## src/rtl/fetch_unit_if.sv

```systemverilog
// +--------------------------------------------------------------------------+
// | fetch_unit_if : instruction-memory request/response bus                  |
// | Revision      : 1.0                                                      |
// +--------------------------------------------------------------------------+
`default_nettype none

interface fetch_unit_if;
  logic        imem_req;
  logic [15:0] imem_addr;
  logic        imem_ack;
  logic [31:0] imem_rdata;

  modport master (
    output imem_req,
    output imem_addr,
    input  imem_ack,
    input  imem_rdata
  );

  modport slave (
    input  imem_req,
    input  imem_addr,
    output imem_ack,
    output imem_rdata
  );
endinterface

`default_nettype wire

```

## src/rtl/fetch_unit.sv

```systemverilog
// +--------------------------------------------------------------------------+
// | fetch_unit : PC register, branch/next-PC datapath and timed imem fetch   |
// | Revision   : 1.0                                                         |
// +--------------------------------------------------------------------------+
`default_nettype none

module fetch_unit (
  input  logic                clk,
  input  logic                rst_f,
  input  logic                ir_load,
  input  logic                pc_write,
  input  logic                pc_sel,
  input  logic                br_sel,
  input  logic                pc_rst,
  fetch_unit_if.master        imem,
  output logic [31:0]         ir,
  output logic [3:0]          opcode,
  output logic [3:0]          mm,
  output logic [15:0]         pc_out,
  output logic                fetch_busy,
  output logic                fetch_done,
  output logic                fetch_err
);

  typedef enum logic [1:0] {
    S_IDLE = 2'd0,
    S_REQ  = 2'd1,
    S_DONE = 2'd2
  } state_t;

  state_t      state;
  state_t      state_nxt;
  logic [3:0]  wait_cnt;
  logic [15:0] br_addr;
  logic [15:0] pc_in;
  logic        start_fetch;
  logic        capture;
  logic        timeout;

  assign opcode  = ir[31:28];
  assign mm      = ir[27:24];
  assign br_addr = br_sel ? ir[15:0] : (pc_out + ir[15:0]);
  assign pc_in   = pc_sel ? br_addr : (pc_out + 16'd1);

  always_ff @(posedge clk or negedge rst_f) begin
    if (!rst_f) begin
      state <= S_IDLE;
    end else begin
      state <= state_nxt;
    end
  end

  always_comb begin
    state_nxt     = state;
    imem.imem_req = 1'b0;
    fetch_busy    = 1'b0;
    fetch_done    = 1'b0;
    start_fetch   = 1'b0;
    capture       = 1'b0;
    timeout       = 1'b0;
    case (state)
      S_IDLE: begin
        if (ir_load) begin
          start_fetch = 1'b1;
          state_nxt   = S_REQ;
        end
      end
      S_REQ: begin
        imem.imem_req = 1'b1;
        fetch_busy    = 1'b1;
        // an ack arriving on the last allowed cycle still delivers data
        if (imem.imem_ack) begin
          capture   = 1'b1;
          state_nxt = S_DONE;
        end else if (wait_cnt == 4'd15) begin
          timeout   = 1'b1;
          state_nxt = S_DONE;
        end
      end
      S_DONE: begin
        fetch_done = 1'b1;
        state_nxt  = S_IDLE;
      end
      default: state_nxt = S_IDLE;
    endcase
  end

  always_ff @(posedge clk or negedge rst_f) begin
    if (!rst_f) begin
      imem.imem_addr <= 16'd0;
      wait_cnt       <= 4'd0;
      ir             <= 32'd0;
      fetch_err      <= 1'b0;
      pc_out         <= 16'd0;
    end else begin
      if (start_fetch) begin
        imem.imem_addr <= pc_out;
        wait_cnt       <= 4'd0;
      end else if ((state == S_REQ) && !imem.imem_ack) begin
        wait_cnt <= wait_cnt + 4'd1;
      end

      // a timed-out fetch leaves a NOOP in the instruction register
      if (capture) begin
        ir <= imem.imem_rdata;
      end else if (timeout) begin
        ir <= 32'd0;
      end

      if (pc_rst) begin
        fetch_err <= 1'b0;
      end else if (timeout) begin
        fetch_err <= 1'b1;
      end

      if (pc_rst) begin
        pc_out <= 16'd0;
      end else if (pc_write) begin
        pc_out <= pc_in;
      end
    end
  end

endmodule

`default_nettype wire

```

## src/flat_wrapper.sv

```systemverilog
// flat-port wrapper written by rule: the top's interface ports become plain ports
module fetch_unit_flat 
  (clk, rst_f, ir_load, pc_write, pc_sel, br_sel, pc_rst, ir, opcode, mm, pc_out, fetch_busy, fetch_done, fetch_err, imem_imem_req, imem_imem_addr, imem_imem_ack, imem_imem_rdata);
  fetch_unit_if imem_i ();
  input  logic clk;
  input  logic rst_f;
  input  logic ir_load;
  input  logic pc_write;
  input  logic pc_sel;
  input  logic br_sel;
  input  logic pc_rst;
  output logic [31:0] ir;
  output logic [3:0] opcode;
  output logic [3:0] mm;
  output logic [15:0] pc_out;
  output logic fetch_busy;
  output logic fetch_done;
  output logic fetch_err;
  output wire logic [$bits(imem_i.imem_req)-1:0] imem_imem_req;
  output wire logic [$bits(imem_i.imem_addr)-1:0] imem_imem_addr;
  input wire logic [$bits(imem_i.imem_ack)-1:0] imem_imem_ack;
  input wire logic [$bits(imem_i.imem_rdata)-1:0] imem_imem_rdata;
  assign imem_imem_req = imem_i.imem_req;
  assign imem_imem_addr = imem_i.imem_addr;
  assign imem_i.imem_ack = imem_imem_ack;
  assign imem_i.imem_rdata = imem_imem_rdata;
  fetch_unit u_core (.clk(clk), .rst_f(rst_f), .ir_load(ir_load), .pc_write(pc_write), .pc_sel(pc_sel), .br_sel(br_sel), .pc_rst(pc_rst), .imem(imem_i), .ir(ir), .opcode(opcode), .mm(mm), .pc_out(pc_out), .fetch_busy(fetch_busy), .fetch_done(fetch_done), .fetch_err(fetch_err));
endmodule
```

## config.mk

```make
export PLATFORM = sky130hd
export DESIGN_NAME = fetch_unit_flat
export DESIGN_NICKNAME = d
export VERILOG_FILES = /design/src/rtl/fetch_unit_if.sv /design/src/rtl/fetch_unit.sv /design/src/flat_wrapper.sv
export SDC_FILE = /design/constraint.sdc
export NUM_CORES = 1
export LEC_CHECK = 0
export ABC_CLOCK_PERIOD_IN_PS = 6000
export CORE_MARGIN = 2
export CORE_UTILIZATION = 40
export DETAILED_ROUTE_END_ITERATION = 8
export PLACE_DENSITY = 0.73
export SLEW_MARGIN = 15
export SYNTH_ARGS = -nofsm -noshare
export SYNTH_HDL_FRONTEND = slang
export SYNTH_SLANG_ARGS = --single-unit
export TNS_END_PERCENT = 50
```

## constraint.sdc

```tcl
create_clock -name clk -period 6 [get_ports clk]
set_input_delay 1.2 -clock clk [delete_from_list [all_inputs] [get_ports clk]]
set_output_delay 1.2 -clock clk [all_outputs]
set_load 0.01 [all_outputs]
```

; After elaboration in Yosys (flattened, before gate mapping)
; Index checks and enable logic that the tools add are counted.
[classes]
add_sub_neg = 3
eq_ne = 5
muxes = 23
n_reduce_logical = 8
[op_table]
columns = cell, n
row1 = $mux 16, 4
row2 = $mux 32, 2
row3 = $add 16x1->16 const B, 1
row4 = $add 16x16->16, 1
row5 = $mux 1, 11
row6 = $mux 4, 2
row7 = $reduce_bool 2->1, 4
row8 = $mux 2, 3
row9 = $add 4x1->4 const B, 1
row10 = $eq 4x4->1 const B, 1
row11 = $pmux 2 s2, 1
row12 = $ne 3x2->1 const B, 1
row13 = $eq 2x1->1 const B, 1
row14 = $eq 2x2->1 const B, 1
row15 = $logic_not 2->1, 1
row16 = $ne 2x2->1 const B, 1
row17 = $reduce_and 2->1, 1
row18 = $logic_and 1x1->1, 1
row19 = $logic_not 1->1, 1
[word_totals]
register_bits = 71
out_inout_bits = 76

; Depth between registers and ports, before layout
; Gate-level depths: netlist of run 1.
[logic_depth]
depth_word = 6
mapped_depth = 10
depth_no_buf = 10

; Worst setup path after synthesis of run 1
; OpenSTA, ideal clock, no wires.
[synth_path]
kind = input -> register
start = input port pc_sel
end = register u_core.pc_out[15]
setup_ps = 143
arrival_ps = 2194
path_slack_ps = 3663
stages = 5
n_path_buf = 3
cell_sequence = clkbuf_1 > clkbuf_1 > buf_2 > a2bb2oi_1 > o221ai_1
[synth_between]
elab_chain_len = 3
[synth_lines]
columns = item, line
row1 = start: declaration, flat_wrapper.sv:9  ; input logic pc_sel;
row2 = $mux 16, fetch_unit.sv:43  ; assign pc_in = pc_sel ? br_addr : (pc_out + 16'd1);
row3 = $mux 16, fetch_unit.sv:118  ; end else if (pc_write) begin
row4 = $mux 16, fetch_unit.sv:116  ; if (pc_rst) begin
row5 = end signal: assignment, fetch_unit.sv:119  ; pc_out <= pc_in;
row6 = end: declaration, fetch_unit.sv:19  ; output logic [15:0] pc_out,
; Every way passes these cells. The select of a mux whose other input is x is not followed.
; A chain may end at the register's enable or synchronous reset.

; Worst setup path after layout of run 1
[layout_path]
start = input port pc_write
end = register u_core.pc_out[10]
[layout_between]
elab_chain_len = 1
[layout_lines]
columns = item, line
row1 = start: declaration, flat_wrapper.sv:8  ; input logic pc_write;
row2 = $reduce_bool 2->1 (no source line), -
; Every way passes these cells.

==> results of run 1 <==
state kept, by name, indices dropped and copies added (netlist names):
name	cells
u_core.fetch_err	1
u_core.imem.imem_addr	16
u_core.ir	32
u_core.pc_out	16
u_core.state	2
u_core.wait_cnt	4
cells by family (layout without fill, tap and decap cells):
logic type / Yosys count / count (layout) / share of synthesized area [%]
simple gates: 104 / 104 / 13.6
fa+ha+maj: 18 / 18 / 5.75
xor+xnor: 13 / 13 / 2.82
buf+inv: 42 / 145 / 4.92
flops: 71 / 71 / 43.9
mux: 20 / 20 / 5.45
compound gates: 129 / 129 / 23.6
worst max-delay path, stage by stage:
cell and delay, ns:
clkdlybuf4s50_1 0.91, inv_1 0.32, nor2_1 0.29, o221ai_1 0.21, a211o_1 0.29, o211ai_1 0.08
per-layer routing:
metal | up-vias | routed length [um] | global-route usage (%)
met5 | - | 0 | 0
met2 | 113 | 5420 | 34.8
met4 | 0 | 203 | 5.89
li1 | 1659 | - | -
met1 | 1723 | 4740 | 25.3
met3 | 15 | 543 | 4.30
cells in the final DEF (no fill, tap or decap), types with 3 or more instances in the layout:
| cell | netlist | final |
|---|---|---|
| clkdlybuf4s50_1 | 0 | 114 |
| dfrtp_1 | 71 | 71 |
| a22o_1 | 32 | 32 |
| nor2_1 | 30 | 30 |
| nand2_1 | 26 | 26 |
| a21oi_1 | 19 | 19 |
| ha_1 | 17 | 17 |
| mux2_2 | 16 | 16 |
| inv_1 | 11 | 11 |
| o21ai_0 | 11 | 11 |
| clkbuf_8 | 0 | 10 |
| nor2b_1 | 8 | 8 |
| nand3_1 | 8 | 8 |
| xor2_1 | 7 | 7 |
| a21o_1 | 6 | 6 |
| a211oi_1 | 6 | 6 |
| o21ai_1 | 7 | 6 |
| xnor2_1 | 6 | 6 |
| nand2b_1 | 5 | 5 |
| and3_1 | 5 | 5 |
| o21bai_1 | 4 | 4 |
| nand4_1 | 4 | 4 |
| a31oi_1 | 4 | 4 |
| o31ai_1 | 4 | 4 |
| mux2i_1 | 4 | 4 |
| buf_4 | 9 | 4 |
| o22ai_1 | 3 | 3 |
| a211o_1 | 3 | 3 |
| nor3_1 | 3 | 3 |
| o221ai_1 | 3 | 3 |
| o21a_1 | 3 | 3 |
| a22oi_1 | 3 | 3 |
| clkinvlp_4 | 0 | 3 |
worst max-delay path by stage:
stage / end / slack (ns)
finish: u_core.pc_out[10] / 2.96
global placement: u_core.pc_out[10] / 2.74
global route: u_core.pc_out[10] / 2.79
CTS: u_core.pc_out[10] / 2.97
floorplan: u_core.pc_out[15] / 3.66
detailed placement: u_core.pc_out[10] / 2.60
cell type report:
cell class	instances	area (sq um)	area share [%]
clock buffers	10	138	2.54
clock inverters	6	45.0	0.832
multi-input cells	284	2080	38.4
repair buffers	118	1170	21.6
inverters	11	41.3	0.762
well taps	133	166	3.07
flip-flops and latches	71	1780	32.8
cell usage after synthesis, types with 6 or more instances:
cell type  count  area (sq um)
o21ai_0       11          55.1
mux2_2        16           180
nand3_1        8          40.0
ha_1          17           213
buf_4          9          67.6
nor2_1        30           113
a21oi_1       19          95.1
a21o_1         6          45.0
inv_1         11          41.3
clkbuf_1      15          56.3
buf_2          6          30.0
a22o_1        32           280
xnor2_1        6          52.6
dfrtp_1       71          1780
nand2_1       26          97.6
nor2b_1        8          50.1
a211oi_1       6          45.0
xor2_1         7          61.3
o21ai_1        7          35.0
where the power goes:
group	internal, mW	leakage (nW)	switching, mW
logic	0.618	1.37	0.484
registers	0.643	0.921	0.180
clock network	0.163	0.0849	0.194
total	1.42	2.38	0.857
==> out/results.txt, run 1 <==
MaxCap Viol Count = 0
Design Area, Final = 0.00542 sq mm
Setup TNS = 0 ns
Nature of the critical path endpoint = flop
FFs w/ async S/R, synth = 100%
HP Class = flop to flop
R2R Path End = u_core.pc_out[10]
Placed cell area = 0.00523 sq mm
Hold_sp = u_core.ir[16]
H-tree depth = 3
Hold_ws = 0.507 ns
R2R setup slack = 3.28 ns
GRT Util Overall = 20.1%
Root buffer cell = clkbuf_8
Synth cell types = 62
Reg2Reg Depth = 10
Synth warn = 0
Slew margin rel. = 22.2%
Hold Vio Cnt, Final = 0
Primary FF master, synth = dfrtp_1
Mean area per synthesized cell = 10.2 sq um
1st-iter DRT viols = 182
Part of the Yosys area used for sequential elements = 43.9%
Worst hold path depth = 1
Port Buf Inserts = 115
Min setup slack post-route = 2.96 ns
Final non-filler cell total = 633
Max Clk Rate = 0.329 GHz
WP data arrival = 3.30 ns
Placeable Area = 0.00977 sq mm
Routability congestion estimate = 0.885
Die W = 105 um
TritonCTS clock tree = done
Clk_lat worst skew = 0.34 ns
Initial core utilization = 41.4%
Clock sinks = 71
Post-synth EDFFs = 0
Reg clk slew, reported paths = 0.08 ns
Max Transition Viols Final = 0
Fill count = 872
Clock skew = 0.00782 ns
Vias/cell = 5.55
Critical Path RT = 6.26 ns
Peak supply drop = 0.000231 V
Ant diodes = 0
GRT Residual Overflow = 0
Fin nets = 553
WS Path Type = primary input to flop
DRC Markers = 0
RSZ-0062 raised after global routing = no
Final setup fails = 0
Die height = 105 um
Clock buffer depth = 2
CP startpoint = pc_write
Share of cells above drive strength 1 = 10.6%
Detailed placement HPWL = 7760 um
Fin util = 55.4%
Die Area = 0.0109 sq mm
Tmin final = 3.04 ns
Hold endpoint = u_core.ir[16]
Pwr Total = 2.28 mW
Final Cycle Share = 50.7%
Via count = 3,510
Worst-Margin Slew = 1.16 ns
Startpoint Class = primary input
Final wirelength = 10,900 um
Cell Rows = 36
Worst reg2reg path startpoint = u_core.pc_out[0]
Outcome = finished, final reports clean
Power density cells = 421 mW/mm^2
TritonCTS Buffers = 9
Mapped Area = 0.00404 sq mm
Ports = 116
WL/cell = 17.2 um
Gates resized, CTS repair = 0
Leak pwr = 2.38 nW
Drt first pass iters = 4
Post-DRT Antenna Nets = 0
Cts hold-fix bufs = 0
Syn_nets = 455
Area Growth Syn to Fin = 33.9%
Pre-CTS WS = 2.60 ns
Crit-path max FO = 20
Initial antenna violation count = 0
Seq cells post-synth = 71
Cells after Synth = 397
Vias in the first global route = 3,541
Pin count of the biggest net entering global routing = 72
Placed cells = 617
Global-route wire length before repair = 17,800 um
Post-CTS Setup Bufs = 0
No activity file was read; power rests on OpenSTA's default activity.
==> run 2: changes to the inputs <==
--- a/config.mk
+++ b/config.mk
@@ -5,7 +5,7 @@
 export SDC_FILE = /design/constraint.sdc
 export NUM_CORES = 1
 export LEC_CHECK = 0
-export ABC_CLOCK_PERIOD_IN_PS = 6000
+export ABC_CLOCK_PERIOD_IN_PS = 2950
 export CORE_MARGIN = 2
 export CORE_UTILIZATION = 40
 export DETAILED_ROUTE_END_ITERATION = 8
==> constraint.sdc (replaced) <==
create_clock -name clk -period 2.95 [get_ports clk]
set_input_delay 0.59 -clock clk [delete_from_list [all_inputs] [get_ports clk]]
set_output_delay 0.59 -clock clk [all_outputs]
set_load 0.01 [all_outputs]
==> run 2 against run 1 <==
  * Via count shrank 0.48%
  * Critical path depth is 4 higher
  * Cell count grew 0.95%
  * Largest cell class unchanged
  * Clock power grew 150%
  * First-iteration DRC count fell by 24%
  * Clock skew grew 0.0035 ns
  * Flip-flop and latch count unchanged
  * Critical path type is now flop to flop
  * Final area is 1.5% higher
==> out/results.txt, run 2 (synthesized netlist as in run 1, its figures left out) <==
HP Class = primary input to async pin
TritonCTS clock tree = done
Crit-path max FO = 9
Post-DRT Antenna Nets = 0
Fin nets = 559
Vias in the first global route = 3,489
Peak supply drop = 0.000488 V
Ports = 116
Via count = 3,493
Gates resized, CTS repair = 0
Port Buf Inserts = 115
H-tree depth = 3
Pin count of the biggest net entering global routing = 72
Placed cell area = 0.00528 sq mm
Clk_lat worst skew = 0.35 ns
Vias/cell = 5.47
Clock skew = 0.0113 ns
R2R setup slack = 0.41 ns
Die height = 105 um
Placeable Area = 0.00977 sq mm
GRT Residual Overflow = 0
R2R Path End = u_core.pc_out[12]
RSZ-0062 raised after global routing = no
Max Transition Viols Final = 0
Ant diodes = 0
Most frequent cells in the layout = clkdlybuf4s50_1, dfrtp_1, a22o_1
Number of flip-flops in the largest register = 32
WP data arrival = 2.77 ns
Global-route wire length before repair = 17,900 um
Worst path cell trace = ha_1, inv_1, fa_1, nand2b_1, a21oi_2, o31ai_2, nand2_1, a21oi_1, xor2_1, o41ai_1
Fill count = 869
Cts hold-fix bufs = 0
Max Clk Rate = 0.393 GHz
WS Path Type = flop to flop
Nature of the critical path endpoint = flop
Die Area = 0.0109 sq mm
Crit path to = u_core.pc_out[12]
Drt first pass iters = 5
Final setup fails = 0
Detailed placement HPWL = 7830 um
Top flop regs = u_core.ir: 32 flops, u_core.imem.imem_addr: 16 flops, u_core.pc_out: 16 flops
Clock buffer depth = 2
Initial core utilization = 41.4%
Critical-path top delay cell = dfrtp_1
Final Cycle Share = 86.2%
TritonCTS Buffers = 9
Area Growth Syn to Fin = 36.0%
Outcome = finished, final reports clean
Critical Path RT = 3.18 ns
Worst-Margin Slew = 0.889 ns
DRC Markers = 0
Leak pwr = 2.43 nW
1st-iter DRT viols = 139
Routability congestion estimate = 0.868
WL/cell = 17.0 um
Tmin final = 2.54 ns
Slew margin rel. = 40.7%
Initial antenna violation count = 0
Post-CTS Setup Bufs = 0
Root buffer cell = clkbuf_8
CP startpoint = u_core.pc_out[0]
Clock sinks = 71
Crit path largest cell delay = 0.50 ns
Reg clk slew, reported paths = 0.09 ns
GRT Util Overall = 20.1%
Worst reg2reg path startpoint = u_core.pc_out[0]
Power density cells = 869 mW/mm^2
Cell Rows = 36
Design Area, Final = 0.00550 sq mm
Commonest non-fill, non-tap cell in the layout = clkdlybuf4s50_1
Die W = 105 um
Reg2Reg Depth = 10
Share of cells above drive strength 1 = 11.5%
Final wirelength = 10,800 um
Startpoint Class = flop
MaxCap Viol Count = 0
Hold Vio Cnt, Final = 0
Largest Register = u_core.ir
Setup TNS = 0 ns
run 2: changes by cell type in the layout (fill, tap and decap cells not counted):
cell	before	now
buf_4	4	10
clkinvlp_4	3	2
clkinv_2	1	0
bufinv_16	0	2
clkbuf_1	0	1
clkbuf_8	10	9
run 2: layer usage:
layer	part of all wire [%]	vias to the layer above	GRT usage, %
met5	0	-	0
met4	1.1	0	5.31
met3	3.5	12	2.62
met2	50	94	34.6
met1	45	1713	26.6
li1	-	1674	-
run 2: worst min-delay path by stage:
stage | cells after the start | slack, ns | start | to
2_1_floorplan | 0 | 0.29 | rst_f | u_core.fetch_err
3_3_place_gp | 1 | 0.48 | u_core.ir[21] | u_core.ir[21]
3_5_place_dp | 1 | 0.48 | u_core.ir[17] | u_core.ir[17]
4_1_cts | 1 | 0.40 | rst_f | u_core.ir[10]
5_1_grt | 1 | 0.46 | rst_f | u_core.ir[9]
6_report | 1 | 0.35 | rst_f | u_core.ir[10]
run 2: cell type report:
| class | count | area (sq um) | area share (%) |
|---|---|---|---|
| Clock buffer | 10 | 128 | 2.32 |
| Clock inverter | 6 | 92.6 | 1.68 |
| Inverter | 11 | 41.3 | 0.751 |
| Multi-Input combinational cell | 284 | 2080 | 37.8 |
| Sequential cell | 71 | 1780 | 32.3 |
| Tap cell | 133 | 166 | 3.03 |
| Timing Repair Buffer | 124 | 1220 | 22.1 |
run 2: worst max-delay path, delay by kind of cell (launching register included):
kind            cells  cell delay [ns]
simple gates        2             0.27
xor+xnor            1             0.15
flops               1             0.50
fa+ha+maj           2             0.65
compound gates      4             0.79
buf+inv             1             0.07
run 2: metrics by stage:
| step | hold WS, ns | setup WS (ns) | cells | util (%) | total power, mW |
|---|---|---|---|---|---|
| global placement | 0.484 | 0.588 | 623 | 54.0 | 3.86 |
| finish | 0.354 | 0.408 | 639 | 56.2 | 4.78 |
| global route | 0.463 | 0.176 | 639 | 56.2 | 5.08 |
| CTS | 0.398 | 0.458 | 639 | 56.2 | 4.82 |
| detailed placement | 0.483 | 0.481 | 623 | 54.0 | 3.91 |
| floorplan | 0.294 | 0.652 | 397 | - | 2.86 |
run 2: report_power, final:
group | internal [mW] | switching [mW]
combinational | 1.26 | 0.967
sequential | 1.31 | 0.363
clock | 0.481 | 0.399
==> run 3: changes to the inputs <==
--- a/config.mk
+++ b/config.mk
@@ -9,7 +9,7 @@
 export CORE_MARGIN = 2
 export CORE_UTILIZATION = 40
 export DETAILED_ROUTE_END_ITERATION = 8
-export PLACE_DENSITY = 0.73
+export PLACE_DENSITY_LB_ADDON = 0.05
 export SLEW_MARGIN = 15
 export SYNTH_ARGS = -nofsm -noshare
 export SYNTH_HDL_FRONTEND = slang
==> run 3 against run 2 <==
  * Utilization increased by 0.47 points
  * Cell count increased by 0.94%
  * Clock power about the same
  * Worst setup slack improved by 0.093 ns
  * Routed wire length increased by 2.6%
  * Final area increased by 0.84%
  * Die area unchanged
  * Count of clock-buffer cells in the layout unchanged
  * Power increased by 0.18%
  * Flip-flop and latch count unchanged
  * Via count increased by 0.26%
  * Critical endpoint unchanged
  * Highest routed layer unchanged
==> out/results.txt, run 3 (synthesized netlist as in run 1, its figures left out) <==
TritonCTS Buffers = 9
Switching share of power = 35.9%
Final Cycle Share = 83.0%
Top flop regs = u_core.ir: 32 flops, u_core.imem.imem_addr: 16 flops, u_core.pc_out: 16 flops
Largest Register = u_core.ir
Number of flip-flops in the largest register = 32
Port Buf Inserts = 115
Reg2Reg Depth = 10
Share of cells above drive strength 1 = 12.5%
Die W = 105 um
WL/cell = 17.3 um
Post-CTS Setup Bufs = 0
Drt first pass iters = 4
Detailed placement HPWL = 8030 um
Worst-Margin Slew = 0.931 ns
Hold Vio Cnt, Final = 0
Ant diodes = 0
Placeable Area = 0.00977 sq mm
Crit-path max FO = 4
Max Transition Viols Final = 0
WS Path Type = flop to flop
Pint = 3.07 mW
Initial antenna violation count = 0
Commonest non-fill, non-tap cell in the layout = clkdlybuf4s50_1
Max Clk Rate = 0.408 GHz
Peak supply drop = 0.000467 V
R2R Path End = u_core.pc_out[12]
Die Area = 0.0109 sq mm
Combinational fraction of design power = 47.2%
Setup TNS = 0 ns
Switching power = 1.72 mW
Clk_lat worst skew = 0.35 ns
Leak pwr = 2.46 nW
Via count = 3,502
Routability congestion estimate = 0.840
Vias/cell = 5.43
Tmin final = 2.45 ns
Die height = 105 um
1st-iter DRT viols = 180
Cts hold-fix bufs = 0
Most frequent cells in the layout = clkdlybuf4s50_1, dfrtp_1, a22o_1
Power density cells = 864 mW/mm^2
Gates resized, CTS repair = 0
WP data arrival = 2.67 ns
Reg clk slew, reported paths = 0.08 ns
DRC Markers = 0
Nature of the critical path endpoint = flop
Ports = 116
Area Growth Syn to Fin = 37.1%
HP Class = primary input to async pin
Hold_ws = 0.363 ns
Final wirelength = 11,100 um
GRT Util Overall = 20.5%
Pre-CTS WS = 0.496 ns
Critical Path RT = 3.18 ns
Initial core utilization = 41.4%
Min setup slack post-route = 0.501 ns
Startpoint Class = flop
Clock buffer depth = 2
Global-route wire length before repair = 18,000 um
Post-DRT Antenna Nets = 0
Fin util = 56.7%
Seq pwr share = 34.5%
Clock skew = 0.0114 ns
RSZ-0062 raised after global routing = no
Final setup fails = 0
Root buffer cell = clkbuf_8
Clock sinks = 71
H-tree depth = 3
MaxCap Viol Count = 0
Clock Power Share = 18.3%
Vias in the first global route = 3,416
R2R setup slack = 0.50 ns
GRT Residual Overflow = 0
Fin nets = 565
Worst reg2reg path startpoint = u_core.ir[0]
Cell Rows = 36
Slew margin rel. = 37.9%
TritonCTS clock tree = done
Outcome = finished, final reports clean
Pwr Total = 4.79 mW
Pin count of the biggest net entering global routing = 72
==> run 3: cell count changes in the layout (fill, tap and decap cells not counted) <==
cell / before / now
buf_4: 10 / 16
clkinv_4: 1 / 2
clkinvlp_4: 2 / 1
==> run 3: how the worst max path moves through the flow <==
stage | from | endpoint | slack (ns) | depth (start not counted)
after floorplan | u_core.pc_out[0] | u_core.pc_out[10] | 0.65 | 10
after global placement | br_sel | u_core.pc_out[6] | 0.47 | 5
after detailed placement | u_core.ir[0] | u_core.pc_out[6] | 0.50 | 10
after CTS | u_core.ir[0] | u_core.pc_out[6] | 0.46 | 10
after global routing | u_core.ir[0] | u_core.pc_out[12] | 0.23 | 10
final | u_core.ir[0] | u_core.pc_out[12] | 0.50 | 10
==> run 3: per-layer routing <==
metal / share of wire [%] / up-vias / GRT usage (%) / wire [um]
li1: - / 1684 / - / -
met1: 44 / 1705 / 27.2 / 4950
met2: 49 / 104 / 34.6 / 5500
met3: 5.2 / 9 / 3.49 / 582
met4: 0.91 / 0 / 5.60 / 101
met5: 0 / - / 0 / 0
==> run 3: metrics by stage <==
step / instances / instance area [sq um]
4_1_cts: 645 / 5540
3_5_place_dp: 629 / 5320
5_1_grt: 645 / 5540
6_report: 645 / 5540
3_3_place_gp: 629 / 5320
2_1_floorplan: 397 / 4040
==> run 3: worst max-delay path: stages (launching register included) <==
cell and delay (ns):
dfrtp_1 0.43, ha_1 0.23, inv_1 0.07, fa_1 0.41, nand2b_1 0.20, a21oi_2 0.24
o31ai_2 0.12, nand2_1 0.09, a21oi_1 0.07, xor2_1 0.15, o41ai_1 0.34
==> run 3: final cells by class <==
cell class              instances  area (sq um)
inverters                      11          41.3
repair buffers                130          1260
clock inverters                 6          93.8
clock buffers                  10           128
multi-input cells             284          2080
well taps                     133           166
flip-flops and latches         71          1780
fillers                       923          4230
==> run 3: power groups by stage <==
stage	Sequential, mW	Combinational, mW	Clock (mW)
2_1_floorplan	1.74	1.12	0
3_3_place_gp	1.66	2.25	0
3_5_place_dp	1.67	2.27	0
4_1_cts	1.65	2.28	0.906
5_1_grt	1.70	2.46	0.946
6_report	1.65	2.26	0.878
